### src/rtl/traffic_light_pkg.sv
// Shared light-code constants, violation codes and legality helpers for the
// junction light-bus monitor.
package traffic_light_pkg;

  localparam logic [2:0] LT_R  = 3'b100;
  localparam logic [2:0] LT_RA = 3'b110;
  localparam logic [2:0] LT_G  = 3'b001;
  localparam logic [2:0] LT_A  = 3'b010;

  typedef enum logic [2:0] {
    ERR_NONE     = 3'd0,
    ERR_ENC      = 3'd1,
    ERR_TRANS    = 3'd2,
    ERR_CONFLICT = 3'd3,
    ERR_HOLD     = 3'd4
  } err_code_t;

  function automatic logic is_legal_code(input logic [2:0] code);
    logic legal;
    case (code)
      LT_R, LT_RA, LT_G, LT_A: legal = 1'b1;
      default:                 legal = 1'b0;
    endcase
    return legal;
  endfunction

  // A light may repeat its code or advance one step around R->RA->G->A->R.
  function automatic logic is_legal_transition(input logic [2:0] prev,
                                               input logic [2:0] cur);
    logic ok;
    case (prev)
      LT_R:    ok = (cur == LT_R)  || (cur == LT_RA);
      LT_RA:   ok = (cur == LT_RA) || (cur == LT_G);
      LT_G:    ok = (cur == LT_G)  || (cur == LT_A);
      LT_A:    ok = (cur == LT_A)  || (cur == LT_R);
      default: ok = 1'b0;
    endcase
    return ok;
  endfunction

endpackage

### src/rtl/light_tracker.sv
// Per-light tracker: remembers the last legal code and its run length, flags
// encoding/transition/hold problems on the current sample and counts cycles.
module light_tracker
  import traffic_light_pkg::*;
#(
  parameter int COUNT_W  = 8,
  parameter int MAX_HOLD = 8
) (
  input  logic               clk,
  input  logic               rst,
  input  logic [2:0]         code_i,
  output logic               enc_err_o,
  output logic               trans_err_o,
  output logic               hold_err_o,
  output logic               red_o,
  output logic [COUNT_W-1:0] cycles_o
);

  logic [2:0]         prev_q, prev_d;
  logic [7:0]         hold_q, hold_d;
  logic [COUNT_W-1:0] cnt_q, cnt_d;
  logic               legal;
  logic               same;

  // Illegal samples leave prev/hold untouched so tracking resumes cleanly.
  always_comb begin
    legal       = is_legal_code(code_i);
    same        = legal && (code_i == prev_q);
    enc_err_o   = !legal;
    trans_err_o = legal && !is_legal_transition(prev_q, code_i);
    hold_err_o  = same && (hold_q == 8'(MAX_HOLD));
    red_o       = code_i[2];
    prev_d      = prev_q;
    hold_d      = hold_q;
    cnt_d       = cnt_q;
    if (legal) begin
      prev_d = code_i;
      if (same) begin
        hold_d = (hold_q == 8'hFF) ? hold_q : hold_q + 8'd1;
      end else begin
        hold_d = 8'd1;
      end
      if ((prev_q == LT_A) && (code_i == LT_R) && (cnt_q != '1)) begin
        cnt_d = cnt_q + COUNT_W'(1);
      end
    end
  end

  always_ff @(posedge clk or posedge rst) begin
    if (rst) begin
      prev_q <= LT_R;
      hold_q <= 8'd0;
      cnt_q  <= '0;
    end else begin
      prev_q <= prev_d;
      hold_q <= hold_d;
      cnt_q  <= cnt_d;
    end
  end

  assign cycles_o = cnt_q;

endmodule

### src/rtl/traffic_light_monitor.sv
// Passive safety checker for the two-way junction light bus: latches the
// first violation (sticky) and reports per-direction completed cycles.
module traffic_light_monitor
  import traffic_light_pkg::*;
#(
  parameter int COUNT_W  = 8,
  parameter int MAX_HOLD = 8
) (
  input  logic               clk,
  input  logic               rst,
  input  logic [2:0]         lightsA,
  input  logic [2:0]         lightsB,
  input  logic               clr_err,
  output logic               error,
  output logic [2:0]         err_code,
  output logic               err_light,
  output logic [COUNT_W-1:0] cyclesA,
  output logic [COUNT_W-1:0] cyclesB
);

  logic      encA, transA, holdA, redA;
  logic      encB, transB, holdB, redB;
  logic      viol;
  err_code_t violCode;
  logic      violLight;
  logic      error_q, error_d;
  err_code_t code_q, code_d;
  logic      light_q, light_d;

  light_tracker #(.COUNT_W(COUNT_W), .MAX_HOLD(MAX_HOLD)) trackerA (
    .clk(clk), .rst(rst), .code_i(lightsA),
    .enc_err_o(encA), .trans_err_o(transA), .hold_err_o(holdA),
    .red_o(redA), .cycles_o(cyclesA)
  );

  light_tracker #(.COUNT_W(COUNT_W), .MAX_HOLD(MAX_HOLD)) trackerB (
    .clk(clk), .rst(rst), .code_i(lightsB),
    .enc_err_o(encB), .trans_err_o(transB), .hold_err_o(holdB),
    .red_o(redB), .cycles_o(cyclesB)
  );

  // Priority: encoding > conflict > transition > hold; A before B within a
  // class. A fresh violation is latched even when clr_err is asserted.
  always_comb begin
    viol      = 1'b1;
    violCode  = ERR_NONE;
    violLight = 1'b0;
    if (encA) begin
      violCode = ERR_ENC;
    end else if (encB) begin
      violCode  = ERR_ENC;
      violLight = 1'b1;
    end else if (!redA && !redB) begin
      violCode = ERR_CONFLICT;
    end else if (transA) begin
      violCode = ERR_TRANS;
    end else if (transB) begin
      violCode  = ERR_TRANS;
      violLight = 1'b1;
    end else if (holdA) begin
      violCode = ERR_HOLD;
    end else if (holdB) begin
      violCode  = ERR_HOLD;
      violLight = 1'b1;
    end else begin
      viol = 1'b0;
    end

    error_d = error_q;
    code_d  = code_q;
    light_d = light_q;
    if (viol && (!error_q || clr_err)) begin
      error_d = 1'b1;
      code_d  = violCode;
      light_d = violLight;
    end else if (clr_err) begin
      error_d = 1'b0;
      code_d  = ERR_NONE;
      light_d = 1'b0;
    end
  end

  always_ff @(posedge clk or posedge rst) begin
    if (rst) begin
      error_q <= 1'b0;
      code_q  <= ERR_NONE;
      light_q <= 1'b0;
    end else begin
      error_q <= error_d;
      code_q  <= code_d;
      light_q <= light_d;
    end
  end

  assign error     = error_q;
  assign err_code  = code_q;
  assign err_light = light_q;

endmodule

### config.mk
export PLATFORM = sky130hd
export DESIGN_NAME = traffic_light_monitor
export DESIGN_NICKNAME = d
export VERILOG_FILES = /design/src/rtl/traffic_light_pkg.sv /design/src/rtl/light_tracker.sv /design/src/rtl/traffic_light_monitor.sv
export SDC_FILE = /design/constraint.sdc
export NUM_CORES = 1
export LEC_CHECK = 0
export ABC_AREA = 1
export CELL_PAD_IN_SITES_DETAIL_PLACEMENT = 1
export CELL_PAD_IN_SITES_GLOBAL_PLACEMENT = 1
export CORE_ASPECT_RATIO = 1.2
export CORE_UTILIZATION = 38
export CTS_CLUSTER_DIAMETER = 80
export DETAILED_ROUTE_END_ITERATION = 6
export PLACE_DENSITY_LB_ADDON = 0.2
export SLEW_MARGIN = 0
export SYNTH_ARGS = -nofsm -noshare
export SYNTH_HDL_FRONTEND = slang
export SYNTH_SLANG_ARGS = --single-unit
export TNS_END_PERCENT = 10
### constraint.sdc
create_clock -name clk -period 1.6 [get_ports clk]
set_input_delay 0.32 -clock clk [delete_from_list [all_inputs] [get_ports clk]]
set_output_delay 0.32 -clock clk [all_outputs]
set_load 0.1 [all_outputs]
# Word-level counts from Yosys, hierarchy flattened
# Index checks and enable logic that the tools add are counted.
[classes] addsub=4 mul=0 div_mod_pow=0 n_lt_le_gt_ge=0 n_eq_ne=26 shifts=0 mux=33 bitwise_logic=0 n_reduce_logical=33
[op_table] operator="8-bit by 1-bit adder with 8-bit output, second input constant" count=4
[op_table] operator="8-bit two-way mux" count=4
[op_table] operator="3-bit two-way mux" count=9
[op_table] operator="3-bit equality test, second input constant" count=8
[op_table] operator="1-bit two-way mux" count=18
[op_table] operator="8-bit by 4-bit equality test with 1-bit output, second input constant" count=2
[op_table] operator="8-bit equality test, second input constant" count=2
[op_table] operator="8-bit inequality test, second input constant" count=2
[op_table] operator="3-bit by 1-bit equality test with 1-bit output, second input constant" count=4
[op_table] operator="3-bit by 2-bit equality test with 1-bit output, second input constant" count=4
[op_table] operator="1-bit logical AND" count=12
[op_table] operator="1-bit logical OR" count=9
[op_table] operator="1-bit one-hot mux with 4 select lines" count=2
[op_table] operator="2-bit AND reduction" count=4
[op_table] operator="4-bit OR reduction" count=2
[op_table] operator="3-bit equality test" count=2
[op_table] operator="1-bit logical NOT" count=5
[op_table] operator="2-bit inequality test, second input constant" count=2
[op_table] operator="2-bit nonzero test" count=1
[totals] reg_bits=43 latch_bits=0 ram_bits=0 romBits=0 input_bits=9 out_inout_bits=21 elab_cells=105 memories=0

# Depth between registers and ports, before layout
[logic_depth] ltp_word=14 ltp_mapped=14 ltp_nobuf=14

# By module
# Synthesis repeated with hierarchy kept, for this count alone.
[unflattened] cells_unflattened=418 hier_area_um2=2886.5
[by_module_without_submodules] mod="light_tracker" n_inst=2 cells_each=185 area_each_um2=1277.5 seq_area_each_um2=476.7
[by_module_without_submodules] mod="traffic_light_monitor" n_inst=1 cells_each=48 area_each_um2=331.6 seq_area_each_um2=125.1

# Worst setup path before layout
# Ideal clock, no wire load.
[synth_timing] path_type="reg-to-reg" start="register trackerB.cnt_q[0] (netlist: trackerB.cycles_o[0])" end="register trackerB.cnt_q[1] (netlist: trackerB.cycles_o[1])" setup_time_ns=0.126 arrival_ns=2.113 required_time_ns=1.474 path_slack_ns=-0.639 path_stages_with_launch=7 path_buffers=0 synth_period_minus_slack_ns=2.239 path_cell_list="dfrtp_1 > ha_1 > inv_1 > nor3_1 > nand3_1 > nand2_2 > mux2_2"
[synth_via] elab_chain_len=3 word_cells_on_any_way=4 classes_between="add/sub (1); eq/ne (1); reduce/logical (2)"
[synth_rtl] item="from (decl)" line="light_tracker.sv:21" source="logic [COUNT_W-1:0] cnt_q, cnt_d;"
[synth_rtl] item="from (signal assigned)" line="light_tracker.sv:57" source="cnt_q <= cnt_d;"
[synth_rtl] item="parallel branches: the longest is 3 deep, another holds 8-bit by 1-bit adder with 8-bit output"
# Several ways; the timed one is not identified.
# A chain may end at the register's enable or synchronous reset.

# Final worst setup path
[layout_timing] start="register trackerA.hold_q[5]" end="register trackerA.hold_q[5]"
[layout_via] elab_chain_len=3 word_cells_on_any_way=6 classes_between="add/sub (1); eq/ne (2); mux (2); reduce/logical (1)"
[layout_rtl] item="from (decl)" line="light_tracker.sv:20" source="logic [7:0] hold_q, hold_d;"
[layout_rtl] item="from (signal assigned)" line="light_tracker.sv:56" source="hold_q <= hold_d;"
[layout_rtl] item="8-bit by 1-bit adder with 8-bit output / 8-bit equality test (equally long branches)" line="light_tracker.sv:39" source="hold_d = (hold_q == 8'hFF) ? hold_q : hold_q + 8'd1;"
[layout_rtl] item="8-bit two-way mux / 2-bit inequality test (equally long branches)"
[layout_rtl] item="8-bit two-way mux / 2-bit AND reduction (equally long branches)"
# Several ways; a longest one is shown, not always the timed one. The select of a mux whose other input is x is not followed.

==> summary.md <==
| Metric | Value |
|---|---|
| LEAKAGE | approximately 1.9 nW |
| Skew-Pair Late Insertion Delay | ~0.30 ns |
| Synth top area share | 0.389 |
| Placement row count | 32 |
| Post-Syn Nets | approximately 330 |
| Max VDD drop | between 600 and 700 uV |
| H-tree Lvls | 2 |
| CTS tree | done |
| Seq cells post-synth | between 40 and 50 |
| Clk buf depth | 2 |
| Distinct cells, synth | 37 |
| Initial antenna violation count | 0 |
| TNS Setup | -0.0670 ns |
| Cts bufs inserted | 5 |
| Drt pass-1 iters | 4 |
| Core Region | approximately 0.0066 sq mm |
| Global-route wire length before repair | around 13,000 microns |
| Per-cell routed wire length | approximately 16 microns |
| Setup violators final | 4 |
| Post-synth top area cell | dfrtp_1 |
| Total gr overflow | 0 |
| Routed vias/inst | a little over 5 |
| Sequential area share after synthesis | 0.409 |
| Tcrit/Tclk final | 1.02 |
| Synth Flop Type | dfrtp_1 |
| HPWL after detailed placement | roughly 5700 microns |
| Measured slew at the worst slew-check pin | 0.415 ns |
| Critical Path Source Type | flip-flop |
| Critical path capture point type | flip-flop |
| Starting Density | 0.402 |
| Yosys synthesis warning count | 0 |
| Drt initial violations | 72 |
| Area of the die | 0.00729 sq mm |
| Overall Global Routing Usage | 0.228 |
| Asr flop ratio synth | 1.00 |
| EDFF count, synth | 0 |
| Final Skew | ~0.0034 ns |
| Synth top area cells | dfrtp_1 (39%), nand2_1 (8.4%), nand3_1 (5.3%), inv_1 (5.3%), xor2_1 (4.3%) |
| Post-Route WL | between 7000 and 8000 microns |
| Slew margin rel. | 0.721 |
| Outcome | finished, violations left |
| Max Freq | 614 MHz |
| Violated checks | negative setup slack |
| Die Y | approximately 93 microns |
| CTS Sinks | 43 |
| Vias in the first global route | 2,724 |
| FILL cells | ~760 |
| Worst path max stage delay | around 0.39 ns |
| Antenna Nets Post-Route | 0 |
| Area growth, synth to finish | 52.9% |
| Delay-heaviest family, CP | simple AND/OR/NAND/NOR gates |
| CP max FO | 6 |
| Critical Path, Cell by Cell | inv_1, nor3_1, nand3_2, nand2_2, nand2_8, nand2_4, o21ai_2, nor3b_2 |
| Largest net degree at the start of global routing | 44 |
| Layout cells sized above 1 | 0.473 |
| CP Buf/Inv Count | 1 |
| I/O pin total | 30 |
| Slowest cell on crit path | nor3_1 |
| # Max-Cap Violations | 0 |
| Post-Place Setup Slack | -0.555 ns |
| Hold Fails Final Rpt | 0 |
| Port-buffer cells | 29 |
| Final min period | about 1.6 ns |
| Mapped Cells | around 320 |
| Final Max Tran Viols | 0 |
| Worst EP arrival | roughly 1.8 ns |
| WP data required | between 1.5 and 2 ns |
| Power Dens Cells | around 990 mW/mm^2 |
| Die width | 78.1 microns |
| Crit Path Class | reg -> reg |
| Worst hold path type | in -> async |
| Gpl congestion | ~0.9 |
| Antenna Cells | 0 |
| CTS root buffer | clkbuf_8 |
| Routed vias | 2,478 |
| Synth cell count leaders | nand2_1 (59), dfrtp_1 (41), inv_1 (37) |
| Final #Nets | 420 |
| DRC | 0 |
| Reg clk slew, reported paths | around 0.080 ns |
| Mapped Area | ~0.0026 sq mm |
| Syn Area/Cell | around 8.3 sq um |
| RSZ-0062 raised after global routing | true |
| Most common cell in the synthesized netlist | nand2_1 |
| Final WS setup | -0.0286 ns |
worst register-to-register path: stages, from the launching register on:
cell and delay (ns):
dfrtp_1 0.36, inv_1 0.09, nor3_1 0.39, nand3_2 0.14, nand2_2 0.16, nand2_8 0.09
nand2_4 0.09, o21ai_2 0.05, nor3b_2 0.15
placed cells by master, fill, tap and decap left out, types with 2 or more instances in the layout:
master	count
o21ai_2	2
a21oi_2	2
o21bai_1	2
nor2_1	18
inv_1	31
dfrtp_4	8
a21oi_1	6
o21ai_0	10
ha_4	4
nor3_2	2
dfrtp_1	21
clkdlybuf4s50_1	2
o22ai_1	2
nand2_1	56
o21ai_1	4
nor2_2	11
inv_2	15
nor2_4	5
buf_4	48
buf_6	2
buf_12	22
mux2_4	2
xnor2_1	9
nor3b_2	2
nor3_4	3
xor2_2	2
nand2_2	8
dfstp_2	2
nand3_4	3
dlygate4sd2_1	5
nand3_1	20
nand3_2	14
nand2_4	9
clkbuf_8	5
nand4_1	5
nor3_1	5
dfrtp_2	12
clkbuf_1	2
xor2_1	11
cells by family (layout without fill, tap and decap cells):
kind of cell,Yosys count,after routing,synth area share
mux,2,2,0.00853
xor+xnor,23,23,0.0763
flops,43,43,0.409
simple gates,165,165,0.341
buf+inv,49,136,0.0711
compound gates,31,31,0.0664
fa+ha+maj,6,6,0.0284
stage by stage:
step           instance area, sq um   util  hold slack [ns]  total power, W  instances
2_1_floorplan                  2750      -            0.395         0.00235        319
3_3_place_gp                   3680  0.560            0.502         0.00300        475
3_5_place_dp                   3680  0.560            0.523         0.00305        475
4_1_cts                        3930  0.599            0.405         0.00398        491
5_1_grt                        4040  0.615            0.423         0.00421        491
6_report                       4040  0.615            0.396         0.00400        491
routing by layer:
| metal | wire (microns) | vias up | global-route usage | part of all wire |
|---|---|---|---|---|
| met4 | 60 | 0 | 0.0417 | 0.0077 |
| met5 | 0 | - | 0 | 0 |
| met1 | 3120 | 1246 | 0.265 | 0.40 |
| met3 | 132 | 5 | 0.0263 | 0.017 |
| met2 | 4470 | 33 | 0.447 | 0.57 |
| li1 | - | 1194 | - | - |
cell type report:
type | instances | area, sq um | area share
Inverter | 48 | 181 | 0.0449
Timing Repair Buffer | 80 | 892 | 0.221
Tap cell | 85 | 106 | 0.0263
Clock inverter | 1 | 30.0 | 0.00744
Multi-Input combinational cell | 227 | 1630 | 0.403
Sequential cell | 43 | 1120 | 0.278
Clock buffer | 7 | 76.3 | 0.0189
worst paths after layout:
path,slack (ns),cells past startpoint,end,startpoint
max,-0.03,8,trackerA.hold_q[5],trackerA.hold_q[5]
min reg2reg,0.53,1,trackerA.cycles_o[2],trackerA.cycles_o[2]
min in group clk,0.53,1,trackerA.cycles_o[2],trackerA.cycles_o[2]
max reg2reg,-0.03,8,trackerA.hold_q[5],trackerA.hold_q[5]
max in group asynchronous,0.94,3,trackerA.prev_q[2],rst
min,0.40,3,trackerA.hold_q[2],rst
registers in the layout, summed over array words and instances, names as in the netlist:
| signal | cells |
|---|---|
| trackerA.hold_q | 8 |
| error | 1 |
| err_light | 1 |
| trackerA.prev_q | 3 |
| trackerA.cycles_o | 8 |
| trackerB.hold_q | 8 |
| trackerB.cycles_o | 8 |
| trackerB.prev_q | 3 |
| err_code | 3 |
what timing repair did:
item	CTS	global route
resized for setup	33	28
buffers inserted	8	0
hold buffers	0	0
endpoints found under the setup margin	31	30
pin swaps	15	19
power breakdown:
| part | leakage (nW) | internal (W) | switching (W) | total, W |
|---|---|---|---|---|
| Combinational | 1.31 | 0.000700 | 0.00104 | 0.00174 |
| Clock | 0.0524 | 0.000468 | 0.000389 | 0.000857 |
| Sequential | 0.534 | 0.00125 | 0.000154 | 0.00140 |
(Power assumes the default switching activity.)
